File: src/rtl/mc_controller.sv
// Multicycle RISC-V control FSM: sequences fetch/decode/execute/writeback and
// drives datapath mux selects, enables and ALU control from the current state.
//
//  state    | meaning
//  ---------+------------------------------------------------------
//  FETCH    | read instruction at PC, PC <= PC+4
//  DECODE   | read regs, compute branch target, dispatch on opcode
//  MEMADR   | rs1 + imm for lw/sw
//  MEMREAD  | read data memory at ALUOut
//  MEMWB    | write loaded data to rd
//  MEMWRITE | write rs2 to data memory at ALUOut
//  EXECR    | R-type ALU op on rs1, rs2
//  EXECI    | I-type ALU op on rs1, imm
//  ALUWB    | write ALUOut to rd
//  BRANCH   | compare rs1/rs2, take branch on zero ^ funct3[0]
//  JAL      | rd link value = oldPC + 4, PC <= target
module mc_controller #(
  parameter int STATE_W = 4
) (
  input  logic       clk_i,
  input  logic       reset_i,
  input  logic [6:0] op_i,
  input  logic [2:0] funct3_i,
  input  logic       funct7b5_i,
  input  logic       zero_i,
  output logic       pcwrite_o,
  output logic       adrsrc_o,
  output logic       memwrite_o,
  output logic       irwrite_o,
  output logic       regwrite_o,
  output logic [1:0] resultsrc_o,
  output logic [1:0] alusrca_o,
  output logic [1:0] alusrcb_o,
  output logic [1:0] immsrc_o,
  output logic [2:0] alucontrol_o,
  output logic       illegal_o,
  output logic       retire_o
);

  localparam logic [STATE_W-1:0] S_FETCH    = STATE_W'(0);
  localparam logic [STATE_W-1:0] S_DECODE   = STATE_W'(1);
  localparam logic [STATE_W-1:0] S_MEMADR   = STATE_W'(2);
  localparam logic [STATE_W-1:0] S_MEMREAD  = STATE_W'(3);
  localparam logic [STATE_W-1:0] S_MEMWB    = STATE_W'(4);
  localparam logic [STATE_W-1:0] S_MEMWRITE = STATE_W'(5);
  localparam logic [STATE_W-1:0] S_EXECR    = STATE_W'(6);
  localparam logic [STATE_W-1:0] S_EXECI    = STATE_W'(7);
  localparam logic [STATE_W-1:0] S_ALUWB    = STATE_W'(8);
  localparam logic [STATE_W-1:0] S_BRANCH   = STATE_W'(9);
  localparam logic [STATE_W-1:0] S_JAL      = STATE_W'(10);

  localparam logic [6:0] OP_LW  = 7'b0000011;
  localparam logic [6:0] OP_SW  = 7'b0100011;
  localparam logic [6:0] OP_R   = 7'b0110011;
  localparam logic [6:0] OP_I   = 7'b0010011;
  localparam logic [6:0] OP_BR  = 7'b1100011;
  localparam logic [6:0] OP_JAL = 7'b1101111;

  localparam logic [1:0] ALUOP_ADD   = 2'b00;
  localparam logic [1:0] ALUOP_SUB   = 2'b01;
  localparam logic [1:0] ALUOP_FUNCT = 2'b10;

  logic [STATE_W-1:0] state_q, state_d;
  logic               legal;
  logic               pcupdate, branch;
  logic [1:0]         aluop;

  always_ff @(posedge clk_i or posedge reset_i) begin
    if (reset_i) state_q <= S_FETCH;
    else         state_q <= state_d;
  end

  always_comb begin
    legal = 1'b0;
    case (op_i)
      OP_LW, OP_SW: legal = (funct3_i == 3'b010);
      OP_R, OP_I:   legal = (funct3_i inside {3'b000, 3'b010, 3'b100, 3'b110, 3'b111});
      OP_BR:        legal = (funct3_i inside {3'b000, 3'b001});
      OP_JAL:       legal = 1'b1;
      default:      legal = 1'b0;
    endcase
  end

  always_comb begin
    state_d = S_FETCH;
    case (state_q)
      S_FETCH:  state_d = S_DECODE;
      S_DECODE: begin
        if (legal) begin
          case (op_i)
            OP_LW, OP_SW: state_d = S_MEMADR;
            OP_R:         state_d = S_EXECR;
            OP_I:         state_d = S_EXECI;
            OP_BR:        state_d = S_BRANCH;
            default:      state_d = S_JAL;
          endcase
        end
      end
      S_MEMADR:          state_d = op_i[5] ? S_MEMWRITE : S_MEMREAD;
      S_MEMREAD:         state_d = S_MEMWB;
      S_EXECR, S_EXECI:  state_d = S_ALUWB;
      S_JAL:             state_d = S_ALUWB;
      default:           state_d = S_FETCH;
    endcase
  end

  always_comb begin
    adrsrc_o    = 1'b0;
    memwrite_o  = 1'b0;
    irwrite_o   = 1'b0;
    regwrite_o  = 1'b0;
    resultsrc_o = 2'b00;
    alusrca_o   = 2'b00;
    alusrcb_o   = 2'b00;
    aluop       = ALUOP_ADD;
    illegal_o   = 1'b0;
    retire_o    = 1'b0;
    pcupdate    = 1'b0;
    branch      = 1'b0;
    case (state_q)
      S_FETCH: begin
        irwrite_o   = 1'b1;
        alusrcb_o   = 2'b10;
        resultsrc_o = 2'b10;
        pcupdate    = 1'b1;
      end
      S_DECODE: begin
        alusrca_o = 2'b01;
        alusrcb_o = 2'b01;
        illegal_o = ~legal;
      end
      S_MEMADR: begin
        alusrca_o = 2'b10;
        alusrcb_o = 2'b01;
      end
      S_MEMREAD: adrsrc_o = 1'b1;
      S_MEMWB: begin
        resultsrc_o = 2'b01;
        regwrite_o  = 1'b1;
        retire_o    = 1'b1;
      end
      S_MEMWRITE: begin
        adrsrc_o   = 1'b1;
        memwrite_o = 1'b1;
        retire_o   = 1'b1;
      end
      S_EXECR: begin
        alusrca_o = 2'b10;
        aluop     = ALUOP_FUNCT;
      end
      S_EXECI: begin
        alusrca_o = 2'b10;
        alusrcb_o = 2'b01;
        aluop     = ALUOP_FUNCT;
      end
      S_ALUWB: begin
        regwrite_o = 1'b1;
        retire_o   = 1'b1;
      end
      S_BRANCH: begin
        alusrca_o = 2'b10;
        aluop     = ALUOP_SUB;
        branch    = 1'b1;
        retire_o  = 1'b1;
      end
      S_JAL: begin
        alusrca_o = 2'b01;
        alusrcb_o = 2'b10;
        pcupdate  = 1'b1;
      end
      default: ;
    endcase
  end

  // bne shares the beq compare; funct3[0] flips the sense of zero
  assign pcwrite_o = pcupdate | (branch & (zero_i ^ funct3_i[0]));

  always_comb begin
    case (op_i)
      OP_SW:   immsrc_o = 2'b01;
      OP_BR:   immsrc_o = 2'b10;
      OP_JAL:  immsrc_o = 2'b11;
      default: immsrc_o = 2'b00;
    endcase
  end

  always_comb begin
    alucontrol_o = 3'b000;
    case (aluop)
      ALUOP_SUB: alucontrol_o = 3'b001;
      ALUOP_FUNCT: begin
        case (funct3_i)
          3'b000:  alucontrol_o = (funct7b5_i & op_i[5]) ? 3'b001 : 3'b000;
          3'b010:  alucontrol_o = 3'b101;
          3'b100:  alucontrol_o = 3'b100;
          3'b110:  alucontrol_o = 3'b011;
          3'b111:  alucontrol_o = 3'b010;
          default: alucontrol_o = 3'b000;
        endcase
      end
      default: alucontrol_o = 3'b000;
    endcase
  end

endmodule

File: config.mk
export PLATFORM = sky130hd
export DESIGN_NAME = mc_controller
export DESIGN_NICKNAME = d
export VERILOG_FILES = /design/src/rtl/mc_controller.sv
export SDC_FILE = /design/constraint.sdc
export NUM_CORES = 1
export LEC_CHECK = 0
export ABC_CLOCK_PERIOD_IN_PS = 2500
export BUFFER_PORTS_ARGS = -buffer_cell sky130_fd_sc_hd__buf_4
export CORE_MARGIN = 8
export CORE_UTILIZATION = 36
export DETAILED_ROUTE_END_ITERATION = 10
export PLACE_DENSITY = 0.66
export SLEW_MARGIN = 20
export SYNTH_ARGS = -nofsm -noshare
export SYNTH_HDL_FRONTEND = slang
export SYNTH_SLANG_ARGS = --single-unit
File: constraint.sdc
create_clock -name clk_i -period 2.5 [get_ports clk_i]
set_input_delay 0 -clock clk_i [delete_from_list [all_inputs] [get_ports clk_i]]
set_output_delay 0 -clock clk_i [all_outputs]
set_load 0.02 [all_outputs]
==> results of run 1 <==
-- logic make-up (layout without fill, tap and decap cells) --
logic type,after synthesis,in the layout,share of synthesized area (%)
and+or+nand+nor,51,51,44.88
AOI/OAI and AO/OA,20,20,19.88
buffers and inverters,14,41,10.04
xor gates and xnor gates,4,4,5.513
DFF,4,4,15.75
adders and majority gates,2,2,3.936
-- timing repair --
item | 4_1_cts | 5_1_grt
hold buffers | 1 | 0
hold endpoints to repair | 4 | 0
gates resized for setup | 0 | 0
-- final timing paths --
path	start	end	slack, ns
max in group asynchronous	reset_i	state_q[3]	2.13
min	op_i[6]	state_q[1]	0.13
max	state_q[1]	alucontrol_o[2]	0.53
min reg2reg	state_q[0]	state_q[0]	0.77
min in group asynchronous	reset_i	state_q[2]	0.22
max reg2reg	state_q[1]	state_q[1]	0.77
-- Yosys cell counts, drive strengths merged, types with 2 or more instances --
cell type / instances / share of area, %
nor2: 11 / 6.5
nor3b: 2 / 2.4
nor3: 7 / 5.5
nor2b: 5 / 4.9
xnor2: 3 / 4.1
inv: 6 / 3.5
o21ai: 3 / 2.4
a21oi: 5 / 3.9
dfrtp: 4 / 16
nand3b: 3 / 3.5
nand2: 8 / 4.7
o22ai: 4 / 3.9
buf: 2 / 3.0
clkbuf: 6 / 3.5
ha: 2 / 3.9
nand2b: 6 / 5.9
-- layout make-up --
cell class                      count  share of cell area, %
Clock buffer                        3                  2.557
Timing Repair Buffer               32                  27.56
Multi-Input combinational cell     77                  53.55
Inverter                            6                  2.557
Tap cell                           17                  2.415
Sequential cell                     4                  11.36
-- worst max-delay path, cell delays in order (launching register included) --
cell and delay (ns):
sky130_fd_sc_hd__dfrtp_1 0.64, sky130_fd_sc_hd__nor2b_1 0.13, sky130_fd_sc_hd__nand2_1 0.15, sky130_fd_sc_hd__inv_1 0.06
sky130_fd_sc_hd__ha_1 0.29, sky130_fd_sc_hd__nor4b_1 0.28, sky130_fd_sc_hd__buf_4 0.19
-- report_power, final --
| part | switching (W) | total, W | internal [W] |
|---|---|---|---|
| registers | 0.0000310 | 0.000104 | 0.0000735 |
| clock network | 0.0000220 | 0.0000754 | 0.0000534 |
| logic | 0.000167 | 0.000328 | 0.000161 |
-- per-layer routing --
metal	vias to the layer above	routed length (um)	track usage (%)
met4	0	0	4.196
met3	0	133	4.194
li1	387	-	-
met2	28	775	16.08
met5	-	0	0
met1	320	861	13.78
-- per-stage QoR --
stage / setup WS [ns] / power (W) / cells / hold WS [ns] / instance area (um2)
floorplan: 0.5234 / 0.0003151 / 95 / -0.2339 / 635.6
global placement: 0.8208 / 0.0004297 / 135 / -0.1110 / 848.3
detailed placement: 0.7762 / 0.0004344 / 135 / -0.1067 / 848.3
CTS: 0.5248 / 0.0005152 / 139 / 0.1151 / 880.8
global route: 0.3986 / 0.0005493 / 139 / 0.1456 / 880.8
finish: 0.5329 / 0.0005075 / 139 / 0.1310 / 880.8
-- cell usage in the layout (no fill, tap or decap) --
cell type                       count
sky130_fd_sc_hd__dlygate4sd3_1      1
sky130_fd_sc_hd__xor2_1             1
sky130_fd_sc_hd__a211oi_1           1
sky130_fd_sc_hd__nor3b_1            2
sky130_fd_sc_hd__nor3_1             7
sky130_fd_sc_hd__o31ai_1            1
sky130_fd_sc_hd__nand3_1            1
sky130_fd_sc_hd__buf_4             31
sky130_fd_sc_hd__clkbuf_4           3
sky130_fd_sc_hd__nor2b_1            5
sky130_fd_sc_hd__nand2_1            8
sky130_fd_sc_hd__ha_1               2
sky130_fd_sc_hd__nand3b_1           3
sky130_fd_sc_hd__a31oi_1            1
sky130_fd_sc_hd__nor2_1            11
sky130_fd_sc_hd__dfrtp_1            4
sky130_fd_sc_hd__inv_1              6
sky130_fd_sc_hd__or3_1              1
sky130_fd_sc_hd__or4b_4             1
sky130_fd_sc_hd__o22ai_1            4
sky130_fd_sc_hd__a31o_2             1
sky130_fd_sc_hd__nand4_1            1
sky130_fd_sc_hd__o21bai_1           1
sky130_fd_sc_hd__a21o_1             1
sky130_fd_sc_hd__and3_1             1
sky130_fd_sc_hd__a2bb2oi_1          1
sky130_fd_sc_hd__nand2b_1           6
sky130_fd_sc_hd__o21a_1             1
sky130_fd_sc_hd__or3b_2             1
sky130_fd_sc_hd__xnor2_1            3
sky130_fd_sc_hd__or2_2              1
sky130_fd_sc_hd__nor4b_1            1
sky130_fd_sc_hd__o21ai_0            3
sky130_fd_sc_hd__a21oi_1            5
sky130_fd_sc_hd__nand4bb_1          1
==> results.tsv, run 1 <==
metric	value	unit
setup-violating endpoint count in the final report	0	
area of the multi-input gates	471.7	um2
clock slew seen by the registers of the worst setup and hold paths	0.04	ns
via count of the first global-routing pass	723	
fraction of the core area covered by cells at the end of the flow	52.15	%
Detail Placement HPWL	1.405	mm
Reg2Reg Depth	3	
number of warnings reported in the yosys synthesis log	0	
result of the run	completed	
class of the most critical hold timing path	primary input to flop	
Sink Count	4	
number of optimization iterations in the first detailed-route pass	4	
routed length per instance	12.73	um
Power per Cell Area	576.1	mW/mm2
width of the die	58.02	um
mean area per synthesized cell	6.691	um2
top flip-flop cell by instance count after synthesis	sky130_fd_sc_hd__dfrtp_1	
leakage power of the design	0.4312	nW
DRC errors left	0	
count of different cell masters after synthesis	35	
total wire length	1.770	mm
Worst slew margin	67.60	%
Final Hold Vio Count	0	
starting utilization of the core area	37.63	%
CTS max path bufs	2	
number of nets with antenna violations after detailed routing	0	
final cycle utilization of the critical path	78.68	%
number of synthesized flops with an enable pin	0	
setup TNS	0	ns
largest vdd supply drop	0.0003014	V
floorplan core area	0.001689	mm2
startpoint class of the critical path	flop	
Skew-Pair Late Insertion Delay	0.23	ns
CTS tree	built	
number of flip-flops under the largest register name	4	
# fillers	181	
post-synthesis register bit count	4	
Worst Path Max Fanout	17	
final count of pins violating max slew	0	
Slew @ Worst Pin	0.4859	ns
maximum number of pins on one net before global-route repair	18	
Clock Tree Root	sky130_fd_sc_hd__clkbuf_4	
share of synthesized area occupied by flip-flops and latches	15.75	%
number of cells on the worst hold path	3	
final critical path time including I/O delays and setup	1.967	ns
Starting DRT DRC Count	17	
count of buffers added by post-CTS timing repair for setup	0	
count of antenna diodes in the layout	0	
Worst Skew	0.004193	ns
number of vias after detailed routing	735	
Fmax achieved	508.4	MHz
Post-layout nets	140	
number of nets in the synthesized netlist	111	
synthesized area	635.6	um2
overall fraction of global-route tracks in use	10.88	%
data arrival time of the worst path	1.97	ns
number of buffers added by the clock tree synthesis step	3	
required arrival time at the worst endpoint	2.50	ns
fraction of layout instances using a drive strength above 1	31.15	%
routability-driven placement congestion ratio	0.8365	
Die Y	58.02	um
cell count after synthesis	95	
count of maximum capacitance violations	0	
GRT overflow	0	
H-Tree Level Count	1	
antenna violations before repair	0	
Area growth, synth to finish	38.58	%
first-pass GRT wire length	3.049	mm
register area	100.1	um2
Regs by FF count	state_q x4	
number of port buffers	31	
CP Capture Type	primary output	
top-level port count	32	
register with the highest flop count	state_q	
Die Outline Area	0.003366	mm2
setup repair after global routing missed its margin	no	
vias per cell	5.288	
share of synthesized flip-flops with an asynchronous set or reset	100.0	%
Setup CP Type	flop to primary output	
number of rows created at floorplan	15	
Power figures use the tool's default switching activity.
==> run 2: changes to the inputs <==
--- a/config.mk
+++ b/config.mk
@@ -5,12 +5,12 @@
 export SDC_FILE = /design/constraint.sdc
 export NUM_CORES = 1
 export LEC_CHECK = 0
-export ABC_CLOCK_PERIOD_IN_PS = 2500
+export ABC_CLOCK_PERIOD_IN_PS = 1650
 export BUFFER_PORTS_ARGS = -buffer_cell sky130_fd_sc_hd__buf_4
 export CORE_MARGIN = 8
 export CORE_UTILIZATION = 36
 export DETAILED_ROUTE_END_ITERATION = 10
-export PLACE_DENSITY = 0.66
+export PLACE_DENSITY = 0.68
 export SLEW_MARGIN = 20
 export SYNTH_ARGS = -nofsm -noshare
 export SYNTH_HDL_FRONTEND = slang
==> constraint.sdc (replaced) <==
create_clock -name clk_i -period 1.65 [get_ports clk_i]
set_input_delay 0 -clock clk_i [delete_from_list [all_inputs] [get_ports clk_i]]
set_output_delay 0 -clock clk_i [all_outputs]
set_load 0.02 [all_outputs]
==> results.tsv, run 2 (synthesis gave the netlist of run 1 again) <==
metric	value	unit	change
result of the run	completed		
fraction of layout instances using a drive strength above 1	46.56	%	+15 points
Skew-Pair Late Insertion Delay	0.24	ns	about the same
starting utilization of the core area	37.63	%	unchanged
Placed Area	905.9	um2	+6.8%
Slew @ Worst Pin	0.4101	ns	-0.07585 ns
Fmax achieved	625.0	MHz	
DRC errors left	0		unchanged
Power per Cell Area	856.9	mW/mm2	+49%
Area growth, synth to finish	60.24	%	
highest-count cells in the layout ignoring fill and taps	39 x sky130_fd_sc_hd__buf_4, 10 x sky130_fd_sc_hd__nor2_1, 6 x sky130_fd_sc_hd__nand2b_1, 6 x sky130_fd_sc_hd__nand2_1, 6 x sky130_fd_sc_hd__nor3_1		
Worst Path Max Fanout	5		-12
leakage power of the design	0.4821	nW	+12%
final critical path time including I/O delays and setup	1.600	ns	
Clock Tree Root	sky130_fd_sc_hd__clkbuf_4		
width of the die	58.02	um	unchanged
count of maximum capacitance violations	0		unchanged
Final Hold Vio Count	0		unchanged
antenna violations before repair	0		unchanged
Worst Skew	0.002975	ns	-0.001218 ns
floorplan core area	0.001689	mm2	unchanged
largest vdd supply drop	0.0006405	V	+110%
Detail Placement HPWL	1.512	mm	+7.6%
register with the highest flop count	state_q		
number of optimization iterations in the first detailed-route pass	4		unchanged
GRT overflow	0		unchanged
Regs by FF count	state_q x4		
number of rows created at floorplan	15		unchanged
routed length per instance	13.07	um	+2.7%
Post-layout nets	149		+6.4%
final cycle utilization of the critical path	96.97	%	
Die Outline Area	0.003366	mm2	unchanged
routability-driven placement congestion ratio	0.8714		+4.2%
Sink Count	4		unchanged
worst-case setup margin in the final layout	0.04994	ns	-0.4830 ns
final cell count without fillers	148		+6.5%
CP Capture Type	primary output		
total wire length	1.935	mm	+9.3%
number of port buffers	31		unchanged
via count of the first global-routing pass	736		+1.8%
data arrival time of the worst path	1.60	ns	-0.37 ns
number of buffers added by the clock tree synthesis step	3		unchanged
Worst slew margin	72.50	%	+4.9 points
Starting DRT DRC Count	14		-3
routed wire length on met3	136	um	+2.3%
CTS max path bufs	2		unchanged
M1 WL	816	um	-5.2%
clock slew seen by the registers of the worst setup and hold paths	0.03	ns	about the same
first-pass GRT wire length	3.312	mm	+8.6%
fin area	0.001018	mm2	+16%
number of vias after detailed routing	785		+6.8%
CTS tree	built		
vias per cell	5.304		+0.31%
Die Y	58.02	um	unchanged
overall fraction of global-route tracks in use	12.02	%	+1.1 points
count of antenna diodes in the layout	0		unchanged
top-level port count	32		unchanged
number of flip-flops under the largest register name	4		unchanged
worst slack at placement	0.1309	ns	-0.6453 ns
# placed instances	140		+3.7%
H-Tree Level Count	1		unchanged
Setup CP Type	flop to primary output		
setup-violating endpoint count in the final report	0		unchanged
class of the most critical hold timing path	primary input to flop		
startpoint class of the critical path	flop		
required arrival time at the worst endpoint	1.65	ns	-0.85 ns
fraction of the core area covered by cells at the end of the flow	60.30	%	+8.1 points
final count of pins violating max slew	0		unchanged
most common cell after layout, fill and taps aside	sky130_fd_sc_hd__buf_4		
top routing layer used	met4		
number of nets with antenna violations after detailed routing	0		unchanged
length of routed met2 wiring	969	um	+25%
maximum number of pins on one net before global-route repair	15		-3
-- run 2: final cells by class --
cell class,count,area [um2]
multi-input cells,77,535.5
inverters,6,22.52
clock buffers,3,22.52
well taps,17,21.27
repair buffers,41,314.1
flip-flops and latches,4,102.6
fillers,162,670.6
-- run 2: final timing paths --
| check | from | to | slack [ns] | depth (start not counted) |
|---|---|---|---|---|
| min | op_i[6] | state_q[1] | 0.11 | 3 |
| min in group asynchronous | reset_i | state_q[2] | 0.20 | 3 |
| max in group asynchronous | reset_i | state_q[3] | 1.29 | 3 |
| min reg2reg | state_q[1] | state_q[2] | 0.64 | 2 |
| max reg2reg | state_q[3] | state_q[1] | 0.07 | 3 |
| max | state_q[0] | alucontrol_o[2] | 0.05 | 6 |
-- run 2: per-layer routing --
layer  up-vias  GRT usage [%]
met3         2          3.974
met2        28          18.79
met1       350          14.58
li1        405              -
met4         0          5.245
met5         -              0
-- run 2: repair_timing --
item | CTS | global route
setup buffers | 2 | 2
endpoints found under the setup margin | 1 | 5
endpoints found under the hold margin | 4 | 0
pin swaps | 0 | 3
resized for setup | 7 | 8
hold buffers | 1 | 0
-- run 2: per-stage QoR --
stage,setup TNS (ns),power [W],hold WS [ns]
detailed placement,0,0.0007025,-0.1081
CTS,-0.0001845,0.0008328,0.1101
floorplan,0,0.0004853,-0.2339
global placement,0,0.0006994,-0.1099
finish,0,0.0008727,0.1121
global route,-0.05092,0.0009450,0.1455
-- run 2: worst max-delay path, stage by stage (launching register included) --
cell	delay (ns)
sky130_fd_sc_hd__dfrtp_1	0.39
sky130_fd_sc_hd__nor2b_2	0.20
sky130_fd_sc_hd__nand2_2	0.08
sky130_fd_sc_hd__inv_2	0.07
sky130_fd_sc_hd__ha_4	0.20
sky130_fd_sc_hd__nor4b_4	0.25
sky130_fd_sc_hd__buf_4	0.18
-- run 2: where the power goes --
| group | switching (W) | internal (W) |
|---|---|---|
| Combinational | 0.000308 | 0.000315 |
| Clock | 0.0000400 | 0.0000813 |
| Sequential | 0.0000163 | 0.000112 |
| Total | 0.000364 | 0.000508 |
==> run 3: changes to the inputs <==
--- a/config.mk
+++ b/config.mk
@@ -9,6 +9,7 @@
 export BUFFER_PORTS_ARGS = -buffer_cell sky130_fd_sc_hd__buf_4
 export CORE_MARGIN = 8
 export CORE_UTILIZATION = 36
+export CTS_BUF_LIST = sky130_fd_sc_hd__clkbuf_16
 export DETAILED_ROUTE_END_ITERATION = 10
 export PLACE_DENSITY = 0.68
 export SLEW_MARGIN = 20
==> results.tsv, run 3 (synthesis gave the netlist of run 1 again) <==
metric	value	unit	change
setup TNS	-0.02127	ns	-0.02127 ns
final cell count without fillers	152		+2.7%
count of antenna diodes in the layout	0		unchanged
combinational share of power	56.0	%	-15 points
switching power of the nets	0.0004052	W	+11%
class of the most critical hold timing path	primary input to flop		
met3 demand-to-capacity share in global routing	4.194	%	+0.22 points
Die Outline Area	0.003366	mm2	unchanged
# fillers	144		-11%
Die Y	58.02	um	unchanged
CTS tree	built		
Worst Path Max Fanout	4		-1
final critical path time including I/O delays and setup	1.666	ns	+0.06578 ns
Slew @ Worst Pin	0.4165	ns	+0.006382 ns
antenna violations before repair	0		unchanged
# placed instances	140		unchanged
fraction of layout instances using a drive strength above 1	48.15	%	+1.6 points
Setup CP Type	flop to primary output		
worst-case setup margin in the final layout	-0.01584	ns	-0.06578 ns
Area growth, synth to finish	74.41	%	
most common cell after layout, fill and taps aside	sky130_fd_sc_hd__buf_4		
leakage power of the design	0.5278	nW	+9.5%
maximum number of pins on one net before global-route repair	15		unchanged
Detail Placement HPWL	1.512	mm	unchanged
total wire length	2.131	mm	+10%
first-pass GRT wire length	3.470	mm	+4.8%
total internal power	0.0007493	W	+47%
final count of pins violating max slew	0		unchanged
number of optimization iterations in the first detailed-route pass	4		unchanged
number of vias after detailed routing	804		+2.4%
clock network fraction of design power	32.8	%	+19 points
startpoint class of the critical path	flop		
number of flip-flops under the largest register name	4		unchanged
register with the highest flop count	state_q		
Final Hold Vio Count	0		unchanged
required arrival time at the worst endpoint	1.65	ns	about the same
via count of the first global-routing pass	763		+3.7%
routed length per instance	14.02	um	+7.2%
Regs by FF count	state_q x4		
Fmax achieved	600.3	MHz	-3.9%
highest-count cells in the layout ignoring fill and taps	41 x sky130_fd_sc_hd__buf_4, 10 x sky130_fd_sc_hd__nor2_1, 6 x sky130_fd_sc_hd__nand2b_1, 6 x sky130_fd_sc_hd__nand2_1, 6 x sky130_fd_sc_hd__nor3_1		
Worst slew margin	72.07	%	-0.43 points
largest vdd supply drop	0.0008261	V	+29%
fraction of the core area covered by cells at the end of the flow	65.63	%	+5.3 points
fin area	0.001109	mm2	+8.8%
width of the die	58.02	um	unchanged
top-level port count	32		unchanged
Skew-Pair Late Insertion Delay	0.23	ns	about the same
result of the run	finished with violations		
count of maximum capacitance violations	0		unchanged
Clock Tree Root	sky130_fd_sc_hd__clkbuf_16		
vias per cell	5.289		-0.27%
Placed Area	905.9	um2	unchanged
violations in the final reports	negative setup slack		
Design Power	0.001154	W	+32%
number of buffers added by the clock tree synthesis step	3		unchanged
switching power as a share of total power	35.10	%	-6.7 points
GRT overflow	0		unchanged
sequential cell fraction of total power	11.3	%	-3.4 points
setup repair after global routing missed its margin	yes		
data arrival time of the worst path	1.67	ns	+0.07 ns
overall fraction of global-route tracks in use	12.61	%	+0.59 points
Worst Skew	0.002879	ns	-0.00009589 ns
final cycle utilization of the critical path	101.0	%	+4.0 points
number of rows created at floorplan	15		unchanged
CTS max path bufs	2		unchanged
clock slew seen by the registers of the worst setup and hold paths	0.03	ns	about the same
Sink Count	4		unchanged
Power per Cell Area	1041	mW/mm2	+22%
starting utilization of the core area	37.63	%	unchanged
routability-driven placement congestion ratio	0.8714		unchanged
H-Tree Level Count	1		unchanged
Post-layout nets	153		+2.7%
Most Used Layer, Global Route	met2		
number of nets with antenna violations after detailed routing	0		unchanged
DRC errors left	0		unchanged
grt met1 use	14.83	%	+0.25 points
Global Route met2 Usage	20.38	%	+1.6 points
Starting DRT DRC Count	14		unchanged
floorplan core area	0.001689	mm2	unchanged
CP Capture Type	primary output		
number of port buffers	31		unchanged
setup-violating endpoint count in the final report	2		+2
run 3: changes by cell type in the layout (fill, tap and decap cells not counted), sizes merged:
| cell | previous run | this run |
|---|---|---|
| buf | 40 | 44 |
run 3: layout make-up:
cell class                 instances  area [um2]  area share (%)
clock buffer                       3       75.07           6.772
inverter                           6       22.52           2.032
multi-input combinational         77       535.5           48.31
sequential                         4       102.6           9.255
tap                               17       21.27           1.919
timing repair buffer              45       351.6           31.72
run 3: worst paths after layout:
path                       startpoint         end  slack [ns]  cells after the start
min                           op_i[6]  state_q[1]        0.13                      3
max reg2reg                state_q[3]  state_q[1]       -0.01                      4
max                        state_q[3]   illegal_o       -0.02                      5
max in group asynchronous     reset_i  state_q[2]        1.27                      3
min in group asynchronous     reset_i  state_q[2]        0.22                      3
min reg2reg                state_q[0]  state_q[0]        0.66                      2
run 3: worst max-delay path: stages, from the launching register on:
cell	delay (ns)
sky130_fd_sc_hd__dfrtp_2	0.44
sky130_fd_sc_hd__buf_6	0.13
sky130_fd_sc_hd__or4b_4	0.51
sky130_fd_sc_hd__nor2_2	0.12
sky130_fd_sc_hd__o21a_1	0.13
sky130_fd_sc_hd__buf_6	0.12
run 3: per-layer routing:
metal / vias up / routed length (um)
li1: 411 / -
met1: 362 / 894
met2: 29 / 1061
met3: 2 / 156
met4: 0 / 19
met5: - / 0
run 3: power groups by stage:
stage                     logic [W]  registers [W]  clock network [W]
after CTS                  0.000591       0.000129           0.000378
after global routing       0.000708       0.000134           0.000386
after global placement     0.000571       0.000128                  0
after detailed placement   0.000574       0.000129                  0
final                      0.000646       0.000130           0.000378
after floorplan            0.000360       0.000126                  0
run 3: stage by stage:
step	worst slack (ns)	hold slack [ns]
after floorplan	0.02328	-0.2339
after global placement	0.1380	-0.1099
after detailed placement	0.1309	-0.1081
after CTS	-0.004601	0.1253
after global routing	-0.06226	0.1589
final	-0.01584	0.1257
run 3: timing repair:
| item | CTS | global route |
|---|---|---|
| cloned | 0 | 0 |
| buffers inserted | 2 | 6 |
| pin swaps | 2 | 2 |
| resized for setup | 6 | 11 |
| hold buffers | 1 | 0 |
| hold endpoints to repair | 4 | 0 |
| endpoints found under the setup margin | 1 | 6 |
